File: config.mk
export PLATFORM = sky130hd
export DESIGN_NAME = dsp_mac_sequencer_flat
export DESIGN_NICKNAME = d
export VERILOG_FILES = /design/src/rtl/dsp_mac_sequencer_pkg.sv /design/src/rtl/dsp_mac_sequencer_if.sv /design/src/rtl/dsp_mac_sequencer_tag_pipe.sv /design/src/rtl/dsp_mac_sequencer.sv /design/src/flat_wrapper.sv
export SDC_FILE = /design/constraint.sdc
export NUM_CORES = 1
export LEC_CHECK = 0
export BUFFER_PORTS_ARGS = -buffer_cell sky130_fd_sc_hd__buf_2
export CELL_PAD_IN_SITES_DETAIL_PLACEMENT = 0
export CELL_PAD_IN_SITES_GLOBAL_PLACEMENT = 1
export CORE_MARGIN = 2
export CORE_UTILIZATION = 35
export CTS_BUF_LIST = sky130_fd_sc_hd__clkbuf_8
export CTS_CLUSTER_SIZE = 14
export DETAILED_ROUTE_END_ITERATION = 6
export GPL_ROUTABILITY_DRIVEN = 0
export GPL_TIMING_DRIVEN = 0
export HOLD_SLACK_MARGIN = 0.05
export PLACE_DENSITY = 0.9
export SYNTH_ARGS = -nofsm -noshare
export SYNTH_HDL_FRONTEND = slang
export SYNTH_SLANG_ARGS = --single-unit
export TNS_END_PERCENT = 20
File: constraint.sdc
create_clock -name clk -period 4.5 [get_ports clk]
set_clock_uncertainty 0.15 [all_clocks]
set_input_delay 0.45 -clock clk [delete_from_list [all_inputs] [get_ports clk]]
set_output_delay 0.45 -clock clk [all_outputs]
set_load 0.005 [all_outputs]
File: src/rtl/dsp_mac_sequencer_pkg.sv
// Shared types and constants for the DSP MAC sequencer.
//   seq_state_e : sequencer FSM states
//   seq_tag_t   : per-cycle control tag {live, first} that travels alongside
//                 the operand data so the slice controls line up with the
//                 slice multiplier register
//   SLICE_IN_LAT   : sequencer's own operand register stage
//   SLICE_MULT_LAT : slice input register + product register stages
//   DRAIN_CYCLES   : DRAIN dwell before the final sum is captured
package dsp_seq_pkg;

    typedef enum logic [1:0] {
        IDLE   = 2'd0,
        STREAM = 2'd1,
        DRAIN  = 2'd2,
        HOLD   = 2'd3
    } seq_state_e;

    typedef struct packed {
        logic live;
        logic first;
    } seq_tag_t;

    localparam int unsigned SLICE_IN_LAT   = 32'd1;
    localparam int unsigned SLICE_MULT_LAT = 32'd2;
    localparam int unsigned DRAIN_CYCLES   = 32'd3;

endpackage

File: src/rtl/dsp_mac_sequencer_if.sv
// Handshake bundle of the DSP MAC sequencer.
//   job_valid/job_ready/job_len : job request (number of operand pairs)
//   op_valid/op_ready/op_a/op_b : signed operand-pair stream
//   res_valid/res_ready/res_data: accumulated result
// Modports: slave = sequencer side, master = job/operand source and result sink.
interface dsp_mac_sequencer_if #(
    parameter int unsigned DWIDTH = 16,
    parameter int unsigned LEN_W  = 7
);
    logic                     job_valid;
    logic                     job_ready;
    logic [LEN_W-1:0]         job_len;
    logic                     op_valid;
    logic                     op_ready;
    logic signed [DWIDTH-1:0] op_a;
    logic signed [DWIDTH-1:0] op_b;
    logic                     res_valid;
    logic                     res_ready;
    logic signed [DWIDTH-1:0] res_data;

    modport slave (
        input  job_valid, job_len, op_valid, op_a, op_b, res_ready,
        output job_ready, op_ready, res_valid, res_data
    );

    modport master (
        output job_valid, job_len, op_valid, op_a, op_b, res_ready,
        input  job_ready, op_ready, res_valid, res_data
    );
endinterface

File: src/rtl/dsp_mac_sequencer_tag_pipe.sv
// Parameterised-depth shift register for seq_tag_t control tags.
//   clk     : clock
//   reset   : synchronous active-low reset, clears every stage
//   tag_in  : tag entering stage 0
//   tag_out : tag leaving the last stage (DEPTH cycles later)
module dsp_seq_tag_pipe
    import dsp_seq_pkg::*;
#(
    parameter int unsigned DEPTH = 2
) (
    input  logic     clk,
    input  logic     reset,
    input  seq_tag_t tag_in,
    output seq_tag_t tag_out
);

    seq_tag_t stage_r [DEPTH];

    // Tag shift register; reset flushes all in-flight tags.
    always_ff @(posedge clk) begin
        if (!reset) begin
            for (int i = 0; i < DEPTH; i++) begin
                stage_r[i] <= '0;
            end
        end else begin
            stage_r[0] <= tag_in;
            for (int i = 1; i < DEPTH; i++) begin
                stage_r[i] <= stage_r[i-1];
            end
        end
    end

    assign tag_out = stage_r[DEPTH-1];

endmodule

File: src/rtl/dsp_mac_sequencer.sv
// Sequences dot-product jobs onto one external DSP slice.
//   clk, reset          : clock, synchronous active-low reset
//   bus (slave)         : job / operand / result handshakes
//   slice_ax/ay/az      : slice data drive (ax tied to zero, ay=a, az=b)
//   slice_multiply      : load product into the accumulator (first operand)
//   slice_accumulate    : add product to the accumulator
//   slice_reset         : active-high slice reset, follows !reset
//   slice_result        : slice accumulator return
// The slice registers its inputs and its product, so a control tag issued
// alongside the registered operand is delayed SLICE_MULT_LAT more cycles to
// meet the product in the multiplier register.
module dsp_mac_sequencer
    import dsp_seq_pkg::*;
#(
    parameter  int unsigned DWIDTH  = 16,
    parameter  int unsigned MAX_LEN = 64,
    localparam int unsigned LEN_W   = $clog2(MAX_LEN + 1)
) (
    input  logic                 clk,
    input  logic                 reset,
    dsp_mac_sequencer_if.slave   bus,
    output logic [DWIDTH-1:0]    slice_ax,
    output logic [DWIDTH-1:0]    slice_ay,
    output logic [DWIDTH-1:0]    slice_az,
    output logic                 slice_multiply,
    output logic                 slice_accumulate,
    output logic                 slice_reset,
    input  logic [DWIDTH-1:0]    slice_result
);

    localparam logic [LEN_W-1:0] MAX_LEN_C    = LEN_W'(MAX_LEN);
    localparam logic [LEN_W-1:0] LEN_ONE_C    = {{(LEN_W-1){1'b0}}, 1'b1};
    localparam logic [1:0]       DRAIN_LAST_C = 2'(DRAIN_CYCLES);

    function automatic logic [LEN_W-1:0] clamp_len(input logic [LEN_W-1:0] len);
        if (len > MAX_LEN_C) begin
            return MAX_LEN_C;
        end else begin
            return len;
        end
    endfunction

    seq_state_e        state_r, state_nxt_s;
    logic [LEN_W-1:0]  rem_r, len_clamped_s;
    logic              first_pend_r;
    logic [1:0]        drain_cnt_r;
    logic [DWIDTH-1:0] ay_r, az_r, res_data_r;
    seq_tag_t          tag_in_r, tag_out_s;
    logic              job_ready_s, op_ready_s, res_valid_s;
    logic              job_hs_s, op_hs_s, res_hs_s, drain_done_s, zero_job_s;

    assign len_clamped_s = clamp_len(bus.job_len);
    assign job_hs_s      = bus.job_valid & job_ready_s;
    assign op_hs_s       = bus.op_valid & op_ready_s;
    assign res_hs_s      = res_valid_s & bus.res_ready;
    assign drain_done_s  = (drain_cnt_r == DRAIN_LAST_C);
    assign zero_job_s    = (len_clamped_s == {LEN_W{1'b0}});

    // Handshake strobes decoded from state, forced low while in reset.
    always_comb begin
        job_ready_s = 1'b0;
        op_ready_s  = 1'b0;
        res_valid_s = 1'b0;
        if (reset) begin
            job_ready_s = (state_r == IDLE);
            op_ready_s  = (state_r == STREAM);
            res_valid_s = (state_r == HOLD);
        end else begin
            job_ready_s = 1'b0;
            op_ready_s  = 1'b0;
            res_valid_s = 1'b0;
        end
    end

    // Next-state logic.
    always_comb begin
        state_nxt_s = state_r;
        case (state_r)
            IDLE: begin
                if (job_hs_s) begin
                    state_nxt_s = zero_job_s ? HOLD : STREAM;
                end else begin
                    state_nxt_s = IDLE;
                end
            end
            STREAM: begin
                if (op_hs_s && (rem_r == LEN_ONE_C)) begin
                    state_nxt_s = DRAIN;
                end else begin
                    state_nxt_s = STREAM;
                end
            end
            DRAIN: begin
                if (drain_done_s) begin
                    state_nxt_s = HOLD;
                end else begin
                    state_nxt_s = DRAIN;
                end
            end
            HOLD: begin
                if (res_hs_s) begin
                    state_nxt_s = IDLE;
                end else begin
                    state_nxt_s = HOLD;
                end
            end
            default: state_nxt_s = IDLE;
        endcase
    end

    // State register plus job bookkeeping: remaining count, first flag, drain timer.
    always_ff @(posedge clk) begin
        if (!reset) begin
            state_r      <= IDLE;
            rem_r        <= {LEN_W{1'b0}};
            first_pend_r <= 1'b0;
            drain_cnt_r  <= 2'd0;
        end else begin
            state_r <= state_nxt_s;
            if (job_hs_s) begin
                rem_r        <= len_clamped_s;
                first_pend_r <= 1'b1;
            end else if (op_hs_s) begin
                rem_r        <= rem_r - LEN_ONE_C;
                first_pend_r <= 1'b0;
            end else begin
                rem_r        <= rem_r;
                first_pend_r <= first_pend_r;
            end
            drain_cnt_r <= (state_r == DRAIN) ? (drain_cnt_r + 2'd1) : 2'd0;
        end
    end

    // Operand register: non-handshake cycles load zeros so bubbles add nothing.
    always_ff @(posedge clk) begin
        if (!reset) begin
            ay_r     <= {DWIDTH{1'b0}};
            az_r     <= {DWIDTH{1'b0}};
            tag_in_r <= '0;
        end else if (op_hs_s) begin
            ay_r     <= bus.op_a;
            az_r     <= bus.op_b;
            tag_in_r <= '{live: 1'b1, first: first_pend_r};
        end else begin
            ay_r     <= {DWIDTH{1'b0}};
            az_r     <= {DWIDTH{1'b0}};
            tag_in_r <= '0;
        end
    end

    // Result capture: zero-length jobs return 0 directly, others take the slice sum.
    always_ff @(posedge clk) begin
        if (!reset) begin
            res_data_r <= {DWIDTH{1'b0}};
        end else if (job_hs_s && zero_job_s) begin
            res_data_r <= {DWIDTH{1'b0}};
        end else if ((state_r == DRAIN) && drain_done_s) begin
            res_data_r <= slice_result;
        end else begin
            res_data_r <= res_data_r;
        end
    end

    dsp_seq_tag_pipe #(
        .DEPTH (SLICE_MULT_LAT)
    ) u_tag_pipe (
        .clk     (clk),
        .reset   (reset),
        .tag_in  (tag_in_r),
        .tag_out (tag_out_s)
    );

    assign bus.job_ready    = job_ready_s;
    assign bus.op_ready     = op_ready_s;
    assign bus.res_valid    = res_valid_s;
    assign bus.res_data     = res_data_r;

    assign slice_ax         = {DWIDTH{1'b0}};
    assign slice_ay         = ay_r;
    assign slice_az         = az_r;
    // Only the first operand of a job loads; everything else (bubbles, idle) adds.
    assign slice_multiply   = reset & tag_out_s.live & tag_out_s.first;
    assign slice_accumulate = reset & ~(tag_out_s.live & tag_out_s.first);
    assign slice_reset      = ~reset;

endmodule

File: src/flat_wrapper.sv
// flat-port wrapper written by rule: the top's interface ports become plain ports
module dsp_mac_sequencer_flat import dsp_seq_pkg::*;
#(
    parameter  int unsigned DWIDTH  = 16,
    parameter  int unsigned MAX_LEN = 64,
    localparam int unsigned LEN_W   = $clog2(MAX_LEN + 1)
)
  (clk, reset, slice_ax, slice_ay, slice_az, slice_multiply, slice_accumulate, slice_reset, slice_result, bus_job_valid, bus_job_len, bus_op_valid, bus_op_a, bus_op_b, bus_res_ready, bus_job_ready, bus_op_ready, bus_res_valid, bus_res_data);
  dsp_mac_sequencer_if #(.DWIDTH(DWIDTH), .LEN_W((7))) bus_i ();
  input  logic clk;
  input  logic reset;
  output logic [DWIDTH-1:0] slice_ax;
  output logic [DWIDTH-1:0] slice_ay;
  output logic [DWIDTH-1:0] slice_az;
  output logic slice_multiply;
  output logic slice_accumulate;
  output logic slice_reset;
  input  logic [DWIDTH-1:0] slice_result;
  input wire logic [$bits(bus_i.job_valid)-1:0] bus_job_valid;
  input wire logic [$bits(bus_i.job_len)-1:0] bus_job_len;
  input wire logic [$bits(bus_i.op_valid)-1:0] bus_op_valid;
  input wire logic [$bits(bus_i.op_a)-1:0] bus_op_a;
  input wire logic [$bits(bus_i.op_b)-1:0] bus_op_b;
  input wire logic [$bits(bus_i.res_ready)-1:0] bus_res_ready;
  output wire logic [$bits(bus_i.job_ready)-1:0] bus_job_ready;
  output wire logic [$bits(bus_i.op_ready)-1:0] bus_op_ready;
  output wire logic [$bits(bus_i.res_valid)-1:0] bus_res_valid;
  output wire logic [$bits(bus_i.res_data)-1:0] bus_res_data;
  assign bus_i.job_valid = bus_job_valid;
  assign bus_i.job_len = bus_job_len;
  assign bus_i.op_valid = bus_op_valid;
  assign bus_i.op_a = bus_op_a;
  assign bus_i.op_b = bus_op_b;
  assign bus_i.res_ready = bus_res_ready;
  assign bus_job_ready = bus_i.job_ready;
  assign bus_op_ready = bus_i.op_ready;
  assign bus_res_valid = bus_i.res_valid;
  assign bus_res_data = bus_i.res_data;
  dsp_mac_sequencer #(.DWIDTH(DWIDTH), .MAX_LEN(MAX_LEN)) u_core (.clk(clk), .reset(reset), .bus(bus_i), .slice_ax(slice_ax), .slice_ay(slice_ay), .slice_az(slice_az), .slice_multiply(slice_multiply), .slice_accumulate(slice_accumulate), .slice_reset(slice_reset), .slice_result(slice_result));
endmodule
==> reports/qor.csv, run 1 <==
stage,metric,value,unit
logic_synthesis,yosysWarnings,0,
timing,period_needed,1.926,ns
power_and_ir_drop,ir_worst_vdd,0.1968,mV
die,design.die.area,7584,um2
global_route,grtUsageTotal,0.1465,
logic_synthesis,synthesis.instances,254,
placement,io_buffers,113,
power_and_ir_drop,power_switching_share,0.2086,
clock_tree,cts.hold.buffers_added,0,
layout,mostFrequentLayoutCells,"116 x sky130_fd_sc_hd__buf_2, 66 x sky130_fd_sc_hd__dfxtp_1, 41 x sky130_fd_sc_hd__nand2_1",
route,drt-vias-per-instance,4.381,
die,overall_die_height,87.09,um
layout,final_common_cell,sky130_fd_sc_hd__buf_2,
timing,slew_headroom,0.5186,
clock_tree,cts_made_buffers,9,
layout,antenna_cells,0,
critical_path,cp_max_fo,10,
critical_path,setup.worst_path.class,in -> out,
route,drt_pass1_iterations,4,
logic_synthesis,postSynth.asyncResetShare,0,
clock_tree,ctsHtreeMaxLevel,3,
global_route,first_global_vias,1950,
route,number_of_vias_after_detailed_routing,2094,
die,floorplan.core_area,6719,um2
power_and_ir_drop,power.switching,0.0002765,W
clock_tree,clock-root-buffer,sky130_fd_sc_hd__clkbuf_8,
global_route,grt-ovfl-total,0,
clock_tree,clk_latency,0.34,ns
die,ioPinCount,130,
logic_synthesis,synth_cell_types,39,
timing,finalCritPeriodShare,0.4280,
timing,fin_tns_setup,0,ns
die,floorplan.initialDensity,0.3596,
logic_synthesis,synth_enable_flop_cells,0,
route,postRouteWirelength,5291,um
power_and_ir_drop,power,0.001326,W
clock_tree,cts_post_setup_buffers_inserted,0,
logic_synthesis,post_synth_instance_area,2416,um2
timing,worst_slew_pin_slew,0.7124,ns
global_route,grt_start_max_net_pins,12,
clock_tree,cts_num_sinks,66,
timing,unrepaired_setup_endpoints_after_global_routing,no,
clock_tree,clk_pin_slew,0.07,ns
route,final_routed_wire_length_divided_by_cell_count,11.07,um
timing,timing_max_transition_violations_final,0,
status,status,completed,
route,initialDrtViolationCount,77,
power_and_ir_drop,power_frac_comb,0.077,
worst_hold_path,hold_path.class,in -> reg,
route,post_route_antenna_net_violation_count,0,
critical_path,crit_required,3.90,ns
power_and_ir_drop,power.share.clock,0.466,
layout,post_route_cells_drive_above_1_share,0.3844,
power_and_ir_drop,power_density_relative_to_cell_area,390.9,nW/um2
logic_synthesis,postSynthRegisterBits,66,
power_and_ir_drop,power.internal,0.001049,W
layout,flow.area_growth_from_synthesis,40.34,%
power_and_ir_drop,p_leak,1.682,nW
clock_tree,clk_path_buf_depth,2,
power_and_ir_drop,power.share.sequential,0.457,
placement,detailedPlacementHpwl,3965,um
global_route,grt_pass1_wl,8631,um
die,die-width,87.09,um
timing,max_clock_freq,519.2,MHz
timing,timing.final.setup_violations,0,
layout,nets,456,
logic_synthesis,syn_avg_cell_area,9.512,um2
critical_path,endpoint_kind,output port,
route,drc_errors,0,
flow_run,drv_cap,0,
logic_synthesis,yosysSeqAreaShare,0.5469,
timing,finalHoldViolations,0,
logic_synthesis,yosys_most_used_dff,sky130_fd_sc_hd__dfxtp_1,
timing,worst_hold_slack,0.1569,ns
clock_tree,tritoncts,yes,
global_route,antenna_found_initial,0,
critical_path,worst-endpoint-arrival,1.33,ns
die,placement_rows,30,
clock_tree,ctsResizeCount,0,
critical_path,crit_path_start_kind,input pin,
[metrics by stage]
stage | std cells | cell area (um2) | setup slack [ns] | util
after floorplan | 269 | 2472 | 2.877 | -
after global placement | 462 | 3138 | 2.549 | 0.4670
after detailed placement | 462 | 3138 | 2.536 | 0.4670
after CTS | 478 | 3391 | 2.561 | 0.5047
after global routing | 478 | 3391 | 2.464 | 0.5047
final | 478 | 3391 | 2.574 | 0.5047
[worst max-delay path, cell delays in order]
cell	delay [ns]
sky130_fd_sc_hd__buf_2	0.15
sky130_fd_sc_hd__inv_1	0.08
sky130_fd_sc_hd__clkbuf_1	0.40
sky130_fd_sc_hd__nor3b_1	0.10
sky130_fd_sc_hd__buf_2	0.15
[power by group through the flow]
stage / sequential [W] / combinational [W] / clock [W]
final: 0.000606 / 0.000103 / 0.000617
after global routing: 0.000607 / 0.000116 / 0.000660
after CTS: 0.000605 / 0.000103 / 0.000631
after detailed placement: 0.000619 / 0.000103 / 0
after global placement: 0.000618 / 0.0000999 / 0
after floorplan: 0.000619 / 0.0000556 / 0
[synth_stat cells (all sizes together) (2+ instances only)]
cell,n,share of area
nand2,41,0.064
ha,3,0.016
and3,3,0.0078
a21oi,23,0.049
and2,38,0.098
dfxtp,66,0.55
nand3,4,0.0083
buf,22,0.067
nor3,4,0.0083
xor2,3,0.011
clkbuf,8,0.013
nor4,3,0.0078
inv,6,0.0093
nor2,6,0.0093
a211oi,3,0.0093
and4b,2,0.0083
[cell type report]
| type | instances | area [um2] |
|---|---|---|
| multi-input combinational | 167 | 935.9 |
| tap | 80 | 100.1 |
| clock inverter | 5 | 101.3 |
| clock buffer | 11 | 151.4 |
| timing repair buffer | 113 | 565.5 |
| sequential | 66 | 1321 |
| buffer | 30 | 192.7 |
| inverter | 6 | 22.52 |
| fill | 657 | 3328 |
[path summary, 6_finish.rpt]
kind | depth (start not counted) | slack, ns | to | from
worst max-delay path | 5 | 2.57 | bus_op_ready | reset
worst min-delay path | 2 | 0.16 | u_core.slice_az[7]$_SDFF_PN0_ | bus_op_b[7]
worst max register to register | 5 | 2.66 | u_core.bus.res_data[13]$_SDFFE_PP0P_ | u_core.state_r[0]$_SDFF_PN0_
worst min register to register | 1 | 0.27 | u_core.drain_cnt_r[0]$_SDFF_PN0_ | u_core.drain_cnt_r[0]$_SDFF_PN0_
[flip-flops by register name, summed over array words and instances (netlist names), 2 cells and up]
register and count:
u_core.bus.res_data 16, u_core.state_r 2, u_core.rem_r 7, u_core.slice_ay 16, u_core.u_tag_pipe.stage_r 4, u_core.drain_cnt_r 2
u_core.slice_az 16, u_core.tag_in_r 2
[per-layer routing]
layer | GRT usage | wire [um] | vias to the layer above
met2 | 0.2255 | 2364 | 92
li1 | - | - | 1074
met5 | 0 | 0 | -
met4 | 0.05114 | 76 | 0
met1 | 0.1764 | 2283 | 919
met3 | 0.07393 | 567 | 9
[cells by family (layout without fill, tap and decap cells)]
family,Yosys count,after routing,synth area share
and+or+nand+nor,108,108,0.2356
DFF,66,66,0.5469
buffers and inverters,36,165,0.08907
AOI/OAI and AO/OA,35,35,0.09270
xor gates and xnor gates,4,4,0.01450
adders and majority gates,3,3,0.01554
other,1,16,0.001552
muxes,1,1,0.004143
Power figures use the tool's default switching activity.
==> inputs of run 2 (changes only) <==
- CORE_UTILIZATION: 35 -> 29
- PLACE_DENSITY: 0.9 -> 0.8
- clock period: 4.5 -> 1.6 ns (I/O delays scaled with it)
==> run 2 against run 1 <==
  * The flow now finishes with violations (setup timing)
  * Sequential cell count unchanged
  * Largest cell class is now non-clock buffers
  * Via count up 11%
  * Worst setup slack worse by 2.6 ns
==> reports/qor.csv, run 2 (synthesized netlist as in run 1, its figures left out) <==
stage,metric,value,unit
route,drt-vias-per-instance,4.141,
layout,nets,514,
critical_path,r2r-start,u_core.state_r[1]$_SDFF_PN0_,
clock_tree,clk_path_buf_depth,2,
route,post_route_antenna_net_violation_count,0,
layout,antenna_cells,0,
status,violated_checks,setup timing,
timing,timing_max_transition_violations_final,0,
layout,filler_cell_count,747,
clock_tree,clock-root-buffer,sky130_fd_sc_hd__clkbuf_8,
clock_tree,clk_latency,0.33,ns
die,die-width,95.28,um
timing,finalHoldViolations,0,
power_and_ir_drop,p_leak,1.944,nW
power_and_ir_drop,power,0.003990,W
worst_hold_path,min-delay-start,reset,
critical_path,crit_path_start_kind,register,
critical_path,worstPathBufferInverterCount,2,
global_route,grtUsageTotal,0.1350,
die,ioPinCount,130,
critical_path,worst_setup_path_startpoint,u_core.state_r[1]$_SDFF_PN0_,
timing,unrepaired_setup_endpoints_after_global_routing,yes,
critical_path,worst-endpoint-arrival,1.73,ns
placement,detailedPlacementHpwl,3986,um
die,design.die.area,9077,um2
timing,max_clock_freq,618.2,MHz
placement,io_buffers,113,
layout,final_design_area_no_fill,4059,um2
route,final_routed_wire_length_divided_by_cell_count,10.82,um
critical_path,cp_max_fo,10,
die,overall_die_height,95.28,um
die,placement_rows,33,
die,floorplan.core_area,8134,um2
layout,flow.area_growth_from_synthesis,68.00,%
layout,fin_util,0.4990,
placement,place_worst_setup_slack,-0.2067,ns
global_route,antenna_found_initial,0,
power_and_ir_drop,power_density_relative_to_cell_area,983.0,nW/um2
layout,multi_input_area,949.7,um2
critical_path,setup.worst_path.class,reg -> reg,
clock_tree,cts_num_sinks,66,
global_route,grt-ovfl-total,0,
critical_path,critical-path-max-stage-delay,0.32,ns
clock_tree,tritoncts,yes,
clock_tree,cts_made_buffers,9,
clock_tree,clk_pin_slew,0.07,ns
critical_path,cell_with_the_largest_stage_delay_on_the_worst_path,sky130_fd_sc_hd__dfxtp_2,
route,drc_errors,0,
timing,finalWorstSetupSlack,-0.01770,ns
critical_path,crit_required,1.71,ns
layout,sequential_cell_area,1324,um2
flow_run,drv_cap,0,
timing,finalCritPeriodShare,1.011,
global_route,grt_start_max_net_pins,17,
layout,post_route_cells_drive_above_1_share,0.3531,
critical_path,endpoint_kind,register,
layout,final_common_cell,sky130_fd_sc_hd__buf_2,
timing,worst_slew_pin_slew,0.4791,ns
route,drt_pass1_iterations,4,
timing,slew_headroom,0.6760,
placement,placedInstanceArea,3178,um2
power_and_ir_drop,ir_worst_vdd,0.6048,mV
critical_path,crit_path_cell_chain,buf_6 > and4b_1 > buf_6 > and4b_1 > or3_1 > a21oi_2,
global_route,grt_pass1_wl,9549,um
timing,timing.final.setup_violations,1,
die,floorplan.initialDensity,0.2970,
status,status,finished with violations,
route,postRouteWirelength,6068,um
critical_path,critPathTopFamily,simple AND/OR/NAND/NOR gates,
layout,mostFrequentLayoutCells,"114 x sky130_fd_sc_hd__buf_2, 64 x sky130_fd_sc_hd__dfxtp_1, 58 x sky130_fd_sc_hd__dlygate4sd3_1",
worst_hold_path,hold_path.class,in -> reg,
route,initialDrtViolationCount,45,
clock_tree,ctsHtreeMaxLevel,3,
route,number_of_vias_after_detailed_routing,2323,
timing,period_needed,1.618,ns
global_route,first_global_vias,2150,
-- run 2: report_power, final --
group | switching (W) | internal, W
Clock | 0.000641 | 0.00124
Sequential | 0.0000249 | 0.00168
Combinational | 0.000152 | 0.000249
-- run 2: path summary, 6_finish.rpt --
kind | to | depth (start not counted) | slack, ns
max | u_core.state_r[0]$_SDFF_PN0_ | 6 | -0.02
min | u_core.bus.res_data[0]$_SDFFE_PP0P_ | 4 | 0.12
max reg2reg | u_core.state_r[0]$_SDFF_PN0_ | 6 | -0.02
min reg2reg | u_core.drain_cnt_r[0]$_SDFF_PN0_ | 1 | 0.27
-- run 2: repair_timing --
item	in CTS	in global routing
endpoints found under the hold margin	56	0
pin swaps	4	0
endpoints found under the setup margin	29	43
resized for setup	5	4
hold buffers	58	0
buffers inserted	2	0
-- run 2: metrics by stage --
| stage | std cells | hold slack [ns] | setup TNS [ns] |
|---|---|---|---|
| after floorplan | 269 | 0.1269 | 0 |
| after global placement | 487 | 0.2099 | -2.425 |
| after detailed placement | 487 | 0.2118 | -2.487 |
| after CTS | 561 | 0.1122 | -0.04906 |
| after global routing | 561 | 0.1342 | -1.789 |
| final | 561 | 0.1244 | -0.01770 |
-- run 2: cell type report --
| cell class | instances | area share |
|---|---|---|
| inverters | 6 | 0.005549 |
| clock buffers | 10 | 0.03391 |
| plain buffers | 28 | 0.04809 |
| multi-input cells | 167 | 0.2340 |
| clock inverters | 6 | 0.03391 |
| flip-flops and latches | 66 | 0.3261 |
| well taps | 105 | 0.03237 |
| repair buffers | 173 | 0.2861 |
-- run 2: routing by layer --
layer,vias up,global-route usage,share of wire
li1,1189,-,-
met1,1030,0.1548,0.43
met2,94,0.2165,0.46
met3,10,0.05692,0.096
met4,0,0.06522,0.015
met5,-,0,0
-- run 2: worst reg2reg max path, delay by kind of cell, from the launching register on --
kind	cells	cell delay [ns]
compound gates	1	0.11
buf+inv	2	0.24
flops	1	0.32
simple gates	3	0.71
==> inputs of run 3 (changes only) <==
- CORE_UTILIZATION: 29 -> 30
- PLACE_DENSITY: 0.8 -> 0.82
- SYNTH_HIERARCHICAL: unset -> 1
==> run 3 against run 2 <==
  * The run still ends with setup timing left
  * Sequential share of layout area rose by 0.13 points
  * Utilization grew 1.8 points
  * Synthesized area rose by 1.1%
  * Cell count down 1.1%
  * Via count down 0.26%
  * Critical endpoint is now u_core/rem_r[5]$_SDFFE_PN0P_
  * Count of clock-buffer cells in the layout grew 1
  * Largest cell class unchanged
  * Clock power fell by 37%
  * Sequential cell count unchanged
  * Die area shrank 2.1%
  * Global-route usage grew 1.2 points
  * Critical path type is now in -> reg
  * Sequential power is essentially flat
==> reports/qor.csv, run 3 <==
stage,metric,value,unit
power_and_ir_drop,power,0.003414,W
logic_synthesis,yosysSeqAreaShare,0.5407,
layout,antenna_cells,0,
power_and_ir_drop,power.switching,0.0007988,W
layout,final_common_cell,sky130_fd_sc_hd__buf_2,
clock_tree,tritoncts,yes,
route,postRouteWirelength,6475,um
logic_synthesis,yosysMostFrequentCell,sky130_fd_sc_hd__dfxtp_1,
critical_path,crit_path_start_kind,input pin,
die,overall_die_height,94.25,um
critical_path,endpoint_kind,register,
clock_tree,clk_path_buf_depth,2,
clock_tree,clk_latency,0.32,ns
critical_path,cp_max_fo,8,
logic_synthesis,post_synth_instance_area,2444,um2
timing,finalCritPeriodShare,1.021,
clock_tree,clk_pin_slew,0.07,ns
critical_path,rr_endpoint,u_core/rem_r[5]$_SDFFE_PN0P_,
power_and_ir_drop,power_frac_comb,0.145,
layout,flow.area_growth_from_synthesis,65.28,%
worst_hold_path,min-delay-start,bus_job_len[0],
critical_path,setup.worst_path.class,in -> reg,
logic_synthesis,synth_cell_types,38,
route,drc_errors,0,
global_route,grt_start_max_net_pins,11,
layout,mostFrequentLayoutCells,"114 x sky130_fd_sc_hd__buf_2, 65 x sky130_fd_sc_hd__dfxtp_1, 59 x sky130_fd_sc_hd__dlygate4sd3_1",
critical_path,r2r-start,u_core/state_r[1]$_SDFF_PN0_,
power_and_ir_drop,power.internal,0.002616,W
global_route,antenna_found_initial,0,
clock_tree,cts_num_sinks,66,
timing,period_needed,1.634,ns
placement,io_buffers,113,
timing,timing.final.setup_violations,1,
placement,place_worst_setup_slack,-0.2508,ns
logic_synthesis,yosysWarnings,6,
power_and_ir_drop,power_switching_share,0.2340,
die,placement_rows,32,
clock_tree,clock-root-buffer,sky130_fd_sc_hd__clkbuf_8,
timing,worst_slew_pin_slew,0.5439,ns
power_and_ir_drop,power_density_relative_to_cell_area,845.4,nW/um2
global_route,grtUsageTotal,0.1470,
timing,max_clock_freq,612.0,MHz
global_route,grt-ovfl-total,0,
timing,finalWorstSetupSlack,-0.03405,ns
layout,fin_util,0.5173,
power_and_ir_drop,p_leak,1.930,nW
placement,detailedPlacementHpwl,4039,um
global_route,first_global_vias,2364,
worst_hold_path,hold-path-cell-count,4,
timing,unrepaired_setup_endpoints_after_global_routing,yes,
layout,nets,512,
logic_synthesis,synthTopCellsByCount,"66 x sky130_fd_sc_hd__dfxtp_1, 40 x sky130_fd_sc_hd__nand2_1, 38 x sky130_fd_sc_hd__and2_1",
critical_path,worst_reg_to_reg_cells,6,
worst_hold_path,hold_path.class,in -> reg,
critical_path,worst_reg2reg_setup_slack,0,ns
timing,finalHoldViolations,0,
logic_synthesis,yosys.area.top_type,sky130_fd_sc_hd__dfxtp_1,
route,drt-vias-per-instance,4.175,
route,post_route_antenna_net_violation_count,0,
power_and_ir_drop,ir_worst_vdd,0.3759,mV
critical_path,worst-endpoint-arrival,1.72,ns
route,drt_pass1_iterations,4,
timing,timing_max_transition_violations_final,0,
route,number_of_vias_after_detailed_routing,2317,
logic_synthesis,synthesis.instances,250,
die,ioPinCount,130,
clock_tree,cts_made_buffers,9,
logic_synthesis,yosys_most_used_dff,sky130_fd_sc_hd__dfxtp_1,
logic_synthesis,postSynthRegisterBits,66,
worst_hold_path,worstHoldEndpoint,u_core/state_r[1]$_SDFF_PN0_,
logic_synthesis,syn_avg_cell_area,9.774,um2
clock_tree,ctsHtreeMaxLevel,3,
global_route,busiest_layer,met2,
logic_synthesis,synth_enable_flop_cells,0,
power_and_ir_drop,power.share.clock,0.350,
logic_synthesis,postSynth.asyncResetShare,0,
die,floorplan.core_area,7807,um2
status,violated_checks,setup timing,
global_route,grt.met3_usage,0.04655,
route,initialDrtViolationCount,78,
die,die-width,94.25,um
die,design.die.area,8883,um2
timing,slew_headroom,0.6374,
global_route,grt.met1_usage,0.1578,
status,status,finished with violations,
flow_run,drv_cap,0,
power_and_ir_drop,power.share.sequential,0.505,
layout,post_route_cells_drive_above_1_share,0.3863,
critical_path,crit_required,1.69,ns
logic_synthesis,synth_top_area_frac,0.5407,
layout,filler_cell_count,725,
global_route,grt_util_met2,0.2595,
logic_synthesis,synth.area.top_cells,"sky130_fd_sc_hd__dfxtp_1 54%, sky130_fd_sc_hd__and2_1 9.7%, sky130_fd_sc_hd__buf_4 6.1%",
global_route,grt_pass1_wl,10150,um
die,floorplan.initialDensity,0.3130,
route,final_routed_wire_length_divided_by_cell_count,11.67,um
-- run 3: worst max-delay path by stage --
stage | startpoint | endpoint | slack (ns) | cells after the start
6_report | bus_op_valid | u_core/rem_r[5]$_SDFFE_PN0P_ | -0.03 | 7
5_1_grt | bus_op_valid | u_core/rem_r[5]$_SDFFE_PN0P_ | -0.11 | 7
4_1_cts | u_core/state_r[1]$_SDFF_PN0_ | u_core/rem_r[5]$_SDFFE_PN0P_ | -0.003 | 6
3_5_place_dp | u_core/state_r[0]$_SDFF_PN0_ | u_core/bus.res_data[10]$_SDFFE_PP0P_ | -0.25 | 6
3_3_place_gp | u_core/state_r[0]$_SDFF_PN0_ | u_core/bus.res_data[5]$_SDFFE_PP0P_ | -0.23 | 6
2_1_floorplan | u_core/rem_r[2]$_SDFFE_PN0P_ | u_core/rem_r[5]$_SDFFE_PN0P_ | 0.1 | 4
-- run 3: cell families after synthesis --
group                    count (synthesis)  share of synthesized area
flip-flops                              66                     0.5407
XOR/XNOR                                 4                    0.01434
multiplexers                             1                   0.004096
AO/OA/AOI/OAI                           34                    0.07988
AND/OR/NAND/NOR                        105                     0.2401
other                                    1                   0.001535
buffers and inverters                   36                     0.1039
adder cells (fa/ha/maj)                  3                    0.01536
-- run 3: layout make-up --
cell class                      instances  area [um2]  share of cell area
Sequential cell                        66        1323              0.3274
Buffer                                 31       250.2             0.06196
Timing Repair Buffer                  173        1164              0.2881
Inverter                                5       18.77            0.004647
Tap cell                              102       127.6             0.03160
Multi-Input combinational cell        163       985.9              0.2441
Clock buffer                           11       151.4             0.03748
Clock inverter                          4       18.77            0.004647
-- run 3: critical path, cell delays in order --
cell	delay, ns
sky130_fd_sc_hd__dlygate4sd3_1	0.53
sky130_fd_sc_hd__buf_2	0.13
sky130_fd_sc_hd__and4b_1	0.20
sky130_fd_sc_hd__buf_6	0.14
sky130_fd_sc_hd__nor4b_4	0.13
sky130_fd_sc_hd__and2_2	0.20
sky130_fd_sc_hd__nor4_2	0.23
-- run 3: metal layers --
layer,wire (um),up-vias,share of wire
met5,0,-,0
met4,115,0,0.018
met3,461,11,0.071
met2,3274,90,0.51
met1,2624,1038,0.41
li1,-,1178,-
-- run 3: timing repair --
item                                   4_1_cts  5_1_grt
hold buffers                                59        0
gates resized for setup                      5       22
endpoints found under the hold margin       62        0
pin swaps                                    1        3
gates cloned                                 0        0
setup endpoints to repair                   19       46
setup buffers                                1        0
-- run 3: power groups by stage --
stage / logic [W] / registers (W) / clock network, W
5_1_grt: 0.000545 / 0.00173 / 0.00132
4_1_cts: 0.000467 / 0.00172 / 0.00125
3_5_place_dp: 0.000347 / 0.00176 / 0
2_1_floorplan: 0.000206 / 0.00176 / 0
6_report: 0.000496 / 0.00172 / 0.00119
3_3_place_gp: 0.000343 / 0.00176 / 0
-- run 3: stage by stage --
step	cell area (um2)	std cells	TNS, ns	hold WS, ns
after CTS	3973	555	-0.006829	0.06112
after global routing	4039	555	-0.4826	0.05978
after floorplan	2500	265	0	0.1238
final	4039	555	-0.03405	0.05959
after global placement	3193	480	-2.473	0.2094
after detailed placement	3193	480	-2.720	0.2126
